**src/rtl/imem_loader.sv**
```systemverilog
`default_nettype none
// ---------------------------------------------------------------------------
// imem_loader: turns 32-bit host words into big-endian byte writes at A..A+3.
// Revision: 1.0
// ---------------------------------------------------------------------------
module imem_loader #(
  parameter int ADDR_W = 9,
  parameter int CNT_W  = 8
) (
  input  logic              clk,
  input  logic              reset_n,
  input  logic              start,
  input  logic [ADDR_W-1:0] base_addr,
  input  logic [CNT_W-1:0]  word_count,
  input  logic              w_valid,
  input  logic [31:0]       w_data,
  output logic              w_ready,
  output logic              mem_we,
  output logic [ADDR_W-1:0] mem_addr,
  output logic [7:0]        mem_data,
  output logic              busy,
  output logic              done,
  output logic              overflow,
  output logic [31:0]       checksum
);

  typedef enum logic [1:0] {
    IDLE   = 2'd0,
    ACCEPT = 2'd1,
    WRITE  = 2'd2
  } state_e;

  localparam logic [ADDR_W-1:0] ALIGN_MASK = ~ADDR_W'(3);
  localparam logic [ADDR_W-1:0] WORD_BYTES = ADDR_W'(4);
  // Word whose last byte sits at the highest memory address.
  localparam logic [ADDR_W-1:0] TOP_WORD   = ALIGN_MASK;

  state_e            state_q, state_d;
  logic [1:0]        idx_q, idx_d;
  logic [ADDR_W-1:0] cur_addr_q, cur_addr_d;
  logic [CNT_W-1:0]  remaining_q, remaining_d;
  logic [31:0]       word_q, word_d;
  logic [31:0]       checksum_q, checksum_d;
  logic              overflow_q, overflow_d;
  logic              done_q, done_d;
  logic              mem_we_q, mem_we_d;
  logic [ADDR_W-1:0] mem_addr_q, mem_addr_d;
  logic [7:0]        mem_data_q, mem_data_d;
  logic [CNT_W-1:0]  rem_dec;

  assign rem_dec = remaining_q - CNT_W'(1);

  always_comb begin
    state_d     = state_q;
    idx_d       = idx_q;
    cur_addr_d  = cur_addr_q;
    remaining_d = remaining_q;
    word_d      = word_q;
    checksum_d  = checksum_q;
    overflow_d  = overflow_q;
    done_d      = 1'b0;
    mem_we_d    = 1'b0;
    mem_addr_d  = mem_addr_q;
    mem_data_d  = mem_data_q;

    case (state_q)
      IDLE: begin
        if (start) begin
          cur_addr_d  = base_addr & ALIGN_MASK;
          remaining_d = word_count;
          checksum_d  = 32'd0;
          overflow_d  = 1'b0;
          if (word_count == '0) begin
            done_d = 1'b1;
          end else begin
            state_d = ACCEPT;
          end
        end
      end

      ACCEPT: begin
        // Byte 0 is registered here so it is on the bus the cycle after the handshake.
        if (w_valid) begin
          word_d     = w_data;
          checksum_d = checksum_q + w_data;
          idx_d      = 2'd0;
          mem_we_d   = 1'b1;
          mem_addr_d = cur_addr_q;
          mem_data_d = w_data[31:24];
          state_d    = WRITE;
        end
      end

      WRITE: begin
        if (idx_q != 2'd3) begin
          idx_d      = idx_q + 2'd1;
          mem_we_d   = 1'b1;
          mem_addr_d = {cur_addr_q[ADDR_W-1:2], idx_q + 2'd1};
          case (idx_q)
            2'd0:    mem_data_d = word_q[23:16];
            2'd1:    mem_data_d = word_q[15:8];
            default: mem_data_d = word_q[7:0];
          endcase
        end else begin
          remaining_d = rem_dec;
          cur_addr_d  = cur_addr_q + WORD_BYTES;
          if (rem_dec == '0) begin
            done_d  = 1'b1;
            state_d = IDLE;
          end else if (cur_addr_q == TOP_WORD) begin
            overflow_d = 1'b1;
            done_d     = 1'b1;
            state_d    = IDLE;
          end else begin
            state_d = ACCEPT;
          end
        end
      end

      default: state_d = IDLE;
    endcase
  end

  always_ff @(posedge clk or negedge reset_n) begin
    if (!reset_n) begin
      state_q     <= IDLE;
      idx_q       <= 2'd0;
      cur_addr_q  <= '0;
      remaining_q <= '0;
      word_q      <= 32'd0;
      checksum_q  <= 32'd0;
      overflow_q  <= 1'b0;
      done_q      <= 1'b0;
      mem_we_q    <= 1'b0;
      mem_addr_q  <= '0;
      mem_data_q  <= 8'd0;
    end else begin
      state_q     <= state_d;
      idx_q       <= idx_d;
      cur_addr_q  <= cur_addr_d;
      remaining_q <= remaining_d;
      word_q      <= word_d;
      checksum_q  <= checksum_d;
      overflow_q  <= overflow_d;
      done_q      <= done_d;
      mem_we_q    <= mem_we_d;
      mem_addr_q  <= mem_addr_d;
      mem_data_q  <= mem_data_d;
    end
  end

  assign w_ready  = (state_q == ACCEPT);
  assign busy     = (state_q != IDLE);
  assign done     = done_q;
  assign overflow = overflow_q;
  assign checksum = checksum_q;
  assign mem_we   = mem_we_q;
  assign mem_addr = mem_addr_q;
  assign mem_data = mem_data_q;

endmodule
`default_nettype wire

```
**config.mk**
```make
export PLATFORM = sky130hd
export DESIGN_NAME = imem_loader
export DESIGN_NICKNAME = d
export VERILOG_FILES = /design/src/rtl/imem_loader.sv
export SDC_FILE = /design/constraint.sdc
export NUM_CORES = 1
export LEC_CHECK = 0
export ABC_AREA = 0
export CAP_MARGIN = 20
export CORE_UTILIZATION = 48
export CTS_CLUSTER_DIAMETER = 100
export DETAILED_ROUTE_END_ITERATION = 12
export GPL_ROUTABILITY_DRIVEN = 1
export PLACE_DENSITY = 0.8
export SLEW_MARGIN = 20
export SYNTH_ARGS = -nofsm -noshare
export SYNTH_HDL_FRONTEND = slang
export SYNTH_SLANG_ARGS = --single-unit
```
**constraint.sdc**
```tcl
create_clock -name clk -period 2.8 [get_ports clk]
set_input_delay 0.7 -clock clk [delete_from_list [all_inputs] [get_ports clk]]
set_output_delay 0.7 -clock clk [all_outputs]
set_load 0.005 [all_outputs]
```
==> results of run 1 <==
-- routing by layer --
metal | up-vias | part of all wire, %
li1 | 2624 | -
met4 | 0 | 3.9
met1 | 2782 | 40
met2 | 245 | 50
met5 | - | 0
met3 | 56 | 6.4
-- synth_stat cells, drive strengths merged, types with 2 or more instances --
master and count:
a21o 18, a22oi 8, a22o 11, o21ai 69, a31oi 4, o21bai 8
or3 4, inv 18, nor3b 2, nand4 11, xnor2 15, ha 42
o21a 3, nor2b 2, mux2i 4, xor2 15, nor4 2, clkbuf 21
o211ai 3, buf 8, dfrtp 95, a221oi 2, o31ai 2, a21boi 2
nand3 22, a21oi 47, a211o 2, and3 5, nand2 81, a211oi 2
nand2b 6, nor3 3, o22ai 10, nor2 24, mux2 31
-- where the power goes --
part | total (mW) | internal [mW] | switching [mW] | leakage (nW)
clock network | 1.27 | 0.712 | 0.559 | 0.141
registers | 2.46 | 1.96 | 0.500 | 1.18
logic | 4.56 | 2.33 | 2.23 | 2.47
total | 8.29 | 5.01 | 3.29 | 3.79
-- final cells by class --
type	count	area share, %
clock buffer	10	2.83
clock inverter	5	0.697
inverter	18	0.801
multi-input combinational	473	42.9
sequential	95	28.2
tap	143	2.12
timing repair buffer	217	22.5
-- worst reg2reg max path, stage by stage (launching register included) --
cell and delay, ns:
sky130_fd_sc_hd__dfrtp_1 0.42, sky130_fd_sc_hd__ha_4 0.29, sky130_fd_sc_hd__a21o_1 0.20, sky130_fd_sc_hd__o21bai_2 0.20
sky130_fd_sc_hd__a2111o_1 0.39, sky130_fd_sc_hd__a31oi_1 0.19, sky130_fd_sc_hd__nor2_2 0.08, sky130_fd_sc_hd__a221oi_2 0.35
sky130_fd_sc_hd__o21ai_1 0.14, sky130_fd_sc_hd__xnor2_1 0.19, sky130_fd_sc_hd__o21ai_1 0.08
-- repair_timing --
item / CTS / global route
pin swaps: 19 / 40
resized for setup: 44 / 43
endpoints found under the setup margin: 17 / 14
setup buffers: 5 / 10
-- stage by stage --
stage               hold slack [ns]  power, mW  std cells  utilization, %  setup slack, ns
floorplan                     0.404       4.84        615               -          0.00321
global placement              0.462       6.38        931            65.9           -0.563
detailed placement            0.477       6.58        931            65.9           -0.675
CTS                           0.319       8.04        951            70.9          0.00729
global route                  0.342       8.82        961            72.6          -0.0610
finish                        0.306       8.29        961            72.6           0.0377
-- worst max-delay path by stage --
stage                         start      endpoint  slack (ns)  cells after the start
after floorplan           w_data[0]  checksum[28]       0.003                     11
after CTS                 w_data[0]  checksum[28]       0.007                     12
after detailed placement  w_data[0]  checksum[28]       -0.67                     12
final                     w_data[9]  checksum[31]        0.04                     12
after global routing      w_data[9]  checksum[31]       -0.06                     12
after global placement    w_data[0]  checksum[28]       -0.56                     12
-- sequential cells by signal, indices dropped and copies added, names as in the netlist --
name,cells
checksum,32
cur_addr_q,7
done,1
idx_q,2
mem_addr,9
mem_data,8
mem_we,1
overflow,1
remaining_q,8
state_q,2
word_q,24
-- cells by family after synthesis --
group	after synthesis
xor gates and xnor gates	30
and+or+nand+nor	165
AOI/OAI and AO/OA	200
DFF	95
adders and majority gates	43
buffers and inverters	47
muxes	35
==> impl_summary.txt, run 1 <==
----------------------------------------------------
[STA]
  Largest clock skew in the final design ... 0.0104 ns
  Crit share post-route ... 98.7%
  Count of final hold-check violations ... 0
  Worst Max-Slew Pin Slew ... 0.685 ns
  Min cycle time layout ... 2.76 ns
  Highest achievable clock rate ... 0.362 GHz
  Total setup violations reported at the end of the flow ... 0
  Max transition margin ... 54.1%
  Summed negative setup slack over all endpoints ... 0 ns
  Number of pins exceeding their max-slew limit in the final report ... 0

[Worst setup path]
  CP arrival ... 3.01 ns
  Startpoint type of the worst setup path ... input port
  Largest incremental delay on the critical path ... 0.38 ns
  Reg-to-reg endpoint ... checksum[24]
  Family with the most delay on the worst path ... compound AO/OA/AOI/OAI gates
  Maximum fanout along the worst path ... 4
  Worst path cell trace ... clkdlybuf4s15_1, ha_4, nand4_1, nor3_4, buf_6, o2111ai_4, a311oi_4, o21ai_2, a21oi_2, xnor2_2, a21oi_1, o22ai_1
  Crit path capture type ... flip-flop
  Critical path's slowest cell ... sky130_fd_sc_hd__a311oi_4
  Cell count of the worst reg-to-reg path ... 10
  Worst Path Buf+Inv ... 2
  Origin of the critical flop-to-flop path ... checksum[15]
  Data required time at the worst endpoint ... 3.05 ns
  Setup slack, reg-to-reg ... 0.17 ns
  Class of the most critical setup path ... input port to flip-flop

[Global route]
  Pin count of the biggest net entering global routing ... 41
  Total gr overflow ... 0
  Global-route wire length before repair ... 28100 µm
  Gr usage total ... 28.5%
  GR Util met1 ... 33.5%
  Busiest grt layer ... met2
  GR Layer Usage met2 ... 49.6%
  Number of global-route vias before repair ... 5856
  Number of antenna violations at the first check in global routing ... 0
  GR met3 Demand/Resource ... 4.37%

[Logic synthesis]
  Mapped Area ... 0.00584 mm²
  Synth unique cells ... 63
  Largest area contributor in the synthesized netlist ... sky130_fd_sc_hd__dfrtp_1
  Ranking of synthesized cells by area ... sky130_fd_sc_hd__dfrtp_1 (41%), sky130_fd_sc_hd__ha_1 (9.0%), sky130_fd_sc_hd__mux2_2 (6.0%)
  Top-area cell type share of the netlist area ... 40.7%
  Post-synthesis sequential area ratio ... 40.7%
  Largest family of logic cells by synthesized area ... compound AO/OA/AOI/OAI gates
  Avg Cell Area, Syn ... 9.49 µm²
  Share of async-settable or async-resettable flops after synthesis ... 100%
  Register bit total from synthesis ... 95
  Fraction of the mapped netlist area in simple logic gates ... 13.2%
  Flip-flop cell with the highest count after synthesis ... sky130_fd_sc_hd__dfrtp_1
  Synth Area in XOR/XNOR ... 4.50%
  Area fraction in compound gates after synthesis ... 21.7%
  Post-Synth Adder-Cell Area ... 9.35%
  Total nets after synthesis ... 711
  Multiplexer share of the synthesized area ... 6.67%
  Synth Instances ... 615
  Number of synthesized flops with an enable pin ... 0
  Warnings from Yosys ... 0

[Layout]
  Finished layout cell area ... 0.00843 mm²
  Total area of sequential cells ... 0.00238 mm²
  Layout net count ... 910
  Multi-input logic area ... 0.00361 mm²
  Share of final-layout standard cells stronger than drive strength 1 ... 27.3%
  Most common library cell in the layout ignoring fill and taps ... sky130_fd_sc_hd__buf_4
  Commonest cells after routing, fill and taps aside ... sky130_fd_sc_hd__buf_4 (111), sky130_fd_sc_hd__dfrtp_1 (95), sky130_fd_sc_hd__clkdlybuf4s50_1 (82), sky130_fd_sc_hd__nand2_1 (79), sky130_fd_sc_hd__o21ai_0 (56)
  Layout Area Growth over Synthesis ... 44.5%
  # fillers ... 758
  Diode insertion count for antenna repair ... 0

[Clock network]
  Number of H-tree levels ... 3
  Cts bufs inserted ... 9
  Clock tree from TritonCTS ... built
  Skew-Pair Late Insertion Delay ... 0.36 ns
  Clock root buffer ... sky130_fd_sc_hd__clkbuf_16
  Max Root-Sink Buffers ... 2
  Clk slew on worst S/H paths ... 0.07 ns
  Cts-stage hold buffer count ... 0
  Clock sinks ... 95

[Power and ir drop]
  Worst vdd rail ir drop ... 480 µV
  Power per Cell Area ... 983 mW/mm²
  Leakage power total ... 3.79 nW

[Route]
  Number of violations reported at the end of detailed-routing iteration 0 ... 442
  Per-cell routed wire length ... 18.6 µm
  DRT antenna net count ... 0
  DR pass1 iterations ... 10
  Final routed wirelength across all metal layers ... 17900 µm
  Total via count after detailed routing ... 5707
  Post-route DRC violation count ... 8
  Via density per instance ... 5.94

[Placed design]
  Number of input and output port buffers inserted ... 104
  Weighted congestion reported at the end of routability-driven placement ... 0.942
  Total cell area at the placement stage ... 0.00766 mm²
  Dpl hpwl ... 12300 µm

[Run status]
  Outcome ... complete, but fails checks
  Violations in the final reports ... DRC

[Floorplanning]
  Number of primary I/O pins ... 107
  Die height ... 112 µm
  Starting Density ... 50.2%
  Number of standard-cell rows in the floorplan ... 39
  Overall die area ... 0.0126 mm²
  Width of the die ... 112 µm
  Floorplan core area ... 0.0116 mm²

[Worst hold path]
  HP Class ... input port to async pin

[Flow run]
  # Max-Cap Violations ... 0

----------------------------------------------------
(Power assumes the default switching activity.)
==> inputs of run 2 (changes only) <==
--- a/config.mk
+++ b/config.mk
@@ -7,11 +7,12 @@
 export LEC_CHECK = 0
 export ABC_AREA = 0
 export CAP_MARGIN = 20
-export CORE_UTILIZATION = 48
+export CORE_MARGIN = 1.5
+export CORE_UTILIZATION = 45
 export CTS_CLUSTER_DIAMETER = 100
 export DETAILED_ROUTE_END_ITERATION = 12
 export GPL_ROUTABILITY_DRIVEN = 1
-export PLACE_DENSITY = 0.8
+export PLACE_DENSITY = 0.76
 export SLEW_MARGIN = 20
 export SYNTH_ARGS = -nofsm -noshare
 export SYNTH_HDL_FRONTEND = slang
==> impl_summary.txt, run 2 (same netlist as run 1, synthesis figures left out) <==
----------------------------------------------------
[Run status]
  Outcome ... complete, no violations

[Floorplanning]
  Width of the die ... 117 µm (+4.1%)
  Number of primary I/O pins ... 107 (unchanged)
  Number of standard-cell rows in the floorplan ... 41 (+5.1%)
  Die height ... 117 µm (+4.1%)
  Starting Density ... 46.2% (-4.0 points)
  Overall die area ... 0.0137 mm² (+8.4%)
  Floorplan core area ... 0.0126 mm² (+8.7%)

[Worst setup path]
  Worst path cell trace ... dlygate4sd2_1, ha_1, a211oi_2, o21ai_2, or2_2, a31oi_4, o21bai_2, a21boi_2, o21ai_0, xnor2_1, o21ai_0
  Cell count of the worst reg-to-reg path ... 11 (+1)
  Data required time at the worst endpoint ... 3.04 ns (about the same)
  Critical path's slowest cell ... sky130_fd_sc_hd__ha_1
  Most Frequent Cell on Critical Path ... sky130_fd_sc_hd__o21ai_0
  Crit path capture type ... flip-flop
  Setup slack, reg-to-reg ... 0.13 ns (-0.04 ns)
  Maximum fanout along the worst path ... 3 (-1)
  Reg-to-reg endpoint ... checksum[28]
  CP arrival ... 2.96 ns (-0.05 ns)
  Worst Path Buf+Inv ... 1 (-1)
  Largest incremental delay on the critical path ... 0.34 ns (-0.04 ns)
  Family with the most delay on the worst path ... compound AO/OA/AOI/OAI gates
  Class of the most critical setup path ... input port to flip-flop
  Origin of the critical flop-to-flop path ... checksum[0]
  Startpoint type of the worst setup path ... input port

[Worst hold path]
  HP Class ... input port to async pin

[Route]
  Post-route DRC violation count ... 0 (-8)
  Total via count after detailed routing ... 5615 (-1.6%)
  Per-cell routed wire length ... 17.6 µm (-5.5%)
  Final routed wirelength across all metal layers ... 17500 µm (-2.6%)
  Number of violations reported at the end of detailed-routing iteration 0 ... 567 (+28%)
  DRT antenna net count ... 0 (unchanged)
  Via density per instance ... 5.67 (-4.6%)
  DR pass1 iterations ... 4 (-6)

[Clock network]
  Skew-Pair Late Insertion Delay ... 0.36 ns (about the same)
  Cts bufs inserted ... 9 (unchanged)
  Clk slew on worst S/H paths ... 0.08 ns (about the same)
  Clock root buffer ... sky130_fd_sc_hd__clkbuf_16
  Max Root-Sink Buffers ... 2 (unchanged)
  Clock tree from TritonCTS ... built
  Number of H-tree levels ... 3 (unchanged)
  Clock sinks ... 95 (unchanged)

[Layout]
  Most common library cell in the layout ignoring fill and taps ... sky130_fd_sc_hd__buf_4
  Diode insertion count for antenna repair ... 0 (unchanged)
  Share of final-layout standard cells stronger than drive strength 1 ... 26.6% (-0.64 points)
  Layout Area Growth over Synthesis ... 43.7%
  Core occupancy in the finished layout ... 66.5% (-6.1 points)
  Finished layout cell area ... 0.00839 mm² (-0.53%)
  Layout net count ... 911 (+0.11%)
  Largest register FFs ... 32 (unchanged)
  Commonest cells after routing, fill and taps aside ... sky130_fd_sc_hd__buf_4 (113), sky130_fd_sc_hd__dfrtp_1 (95), sky130_fd_sc_hd__clkdlybuf4s50_1 (83), sky130_fd_sc_hd__nand2_1 (79), sky130_fd_sc_hd__o21ai_0 (62)
  Number of cells in the finished layout apart from fillers ... 991 (+3.1%)

[STA]
  Min cycle time layout ... 2.72 ns (-0.0465 ns)
  Count of final hold-check violations ... 0 (unchanged)
  Crit share post-route ... 97.0% (-1.7 points)
  Total setup violations reported at the end of the flow ... 0 (unchanged)
  Number of pins exceeding their max-slew limit in the final report ... 0 (unchanged)
  Hold Slack ... 0.371 ns (+0.0653 ns)
  Setup slack of the critical path after layout ... 0.0842 ns (+0.0465 ns)
  Worst Max-Slew Pin Slew ... 0.667 ns (-0.0184 ns)
  Highest achievable clock rate ... 0.368 GHz (+1.7%)
  Max transition margin ... 55.4% (+1.2 points)
  Largest clock skew in the final design ... 0.0127 ns (+0.00231 ns)

[Global route]
  Gr usage total ... 25.9% (-2.5 points)
  Number of global-route vias before repair ... 5664 (-3.3%)
  Total gr overflow ... 0 (unchanged)
  Pin count of the biggest net entering global routing ... 50 (+22%)
  Number of antenna violations at the first check in global routing ... 0 (unchanged)
  Global-route wire length before repair ... 27200 µm (-3.2%)

[Placed design]
  Pre-CTS setup slack ... -0.643 ns (+0.0317 ns)
  Dpl hpwl ... 12200 µm (-0.30%)
  Placed Cells ... 961 (+3.2%)
  Weighted congestion reported at the end of routability-driven placement ... 0.916 (-2.8%)
  Total cell area at the placement stage ... 0.00771 mm² (+0.74%)
  Number of input and output port buffers inserted ... 104 (unchanged)

[Power and ir drop]
  Leakage power total ... 3.76 nW (-0.82%)
  Worst vdd rail ir drop ... 442 µV (-8.0%)
  Power per Cell Area ... 971 mW/mm² (-1.3%)

[Flow run]
  # Max-Cap Violations ... 0 (unchanged)

----------------------------------------------------
-- run 2: cell types whose count changed in the layout (fill, tap and decap cells not counted), moves of 2 or more --
cell	change
sky130_fd_sc_hd__dlymetal6s2s_1	-2
sky130_fd_sc_hd__buf_4	+2
sky130_fd_sc_hd__dlygate4sd2_1	-2
sky130_fd_sc_hd__clkbuf_2	+2
sky130_fd_sc_hd__xnor2_1	+2
sky130_fd_sc_hd__xnor2_2	-2
sky130_fd_sc_hd__clkinv_4	+2
sky130_fd_sc_hd__o21ai_1	-6
sky130_fd_sc_hd__clkinvlp_4	-2
sky130_fd_sc_hd__ha_1	+2
sky130_fd_sc_hd__o21ai_0	+6
sky130_fd_sc_hd__inv_6	+2
-- run 2: layout make-up --
cell class              count  area (µm²)
inverters                  18        67.6
well taps                 172         215
multi-input cells         473        3570
flip-flops and latches     95        2380
clock inverters             5        43.8
repair buffers            218        1890
fillers                   995        4230
clock buffers              10         229
-- run 2: metal layers --
layer  up-vias  routed length (µm)  part of all wire (%)  GRT usage (%)
met1      2716                7210                    41           31.8
met3        41                1020                   5.8           3.86
met2       226                8660                    50           44.5
met5         -                   0                     0              0
li1       2632                   -                     -              -
met4         0                 578                   3.3           13.3
-- run 2: worst max-delay path by stage --
| stage | startpoint | to | slack, ns | cells past startpoint |
|---|---|---|---|---|
| after global routing | w_data[13] | checksum[31] | -0.04 | 11 |
| final | w_data[1] | checksum[19] | 0.08 | 11 |
| after CTS | w_data[7] | checksum[31] | 0.02 | 12 |
| after global placement | w_data[0] | checksum[28] | -0.58 | 12 |
| after detailed placement | w_data[15] | checksum[31] | -0.64 | 11 |
| after floorplan | w_data[0] | checksum[28] | 0.003 | 11 |
-- run 2: stage by stage --
| stage | power, mW | TNS [ns] |
|---|---|---|
| 6_report | 8.14 | 0 |
| 5_1_grt | 8.70 | -0.0648 |
| 4_1_cts | 7.98 | 0 |
| 3_3_place_gp | 6.41 | -8.96 |
| 2_1_floorplan | 4.84 | 0 |
| 3_5_place_dp | 6.58 | -10.49 |
-- run 2: power by group --
group	switching [mW]	internal, mW
clock	0.566	0.609
sequential	0.495	1.96
combinational	2.19	2.32
total	3.25	4.89
-- run 2: repair_timing --
item / CTS / global route
hold buffers: 0 / 0
setup buffers: 4 / 11
pin swaps: 22 / 30
gates resized for setup: 48 / 29
endpoints found under the setup margin: 17 / 11
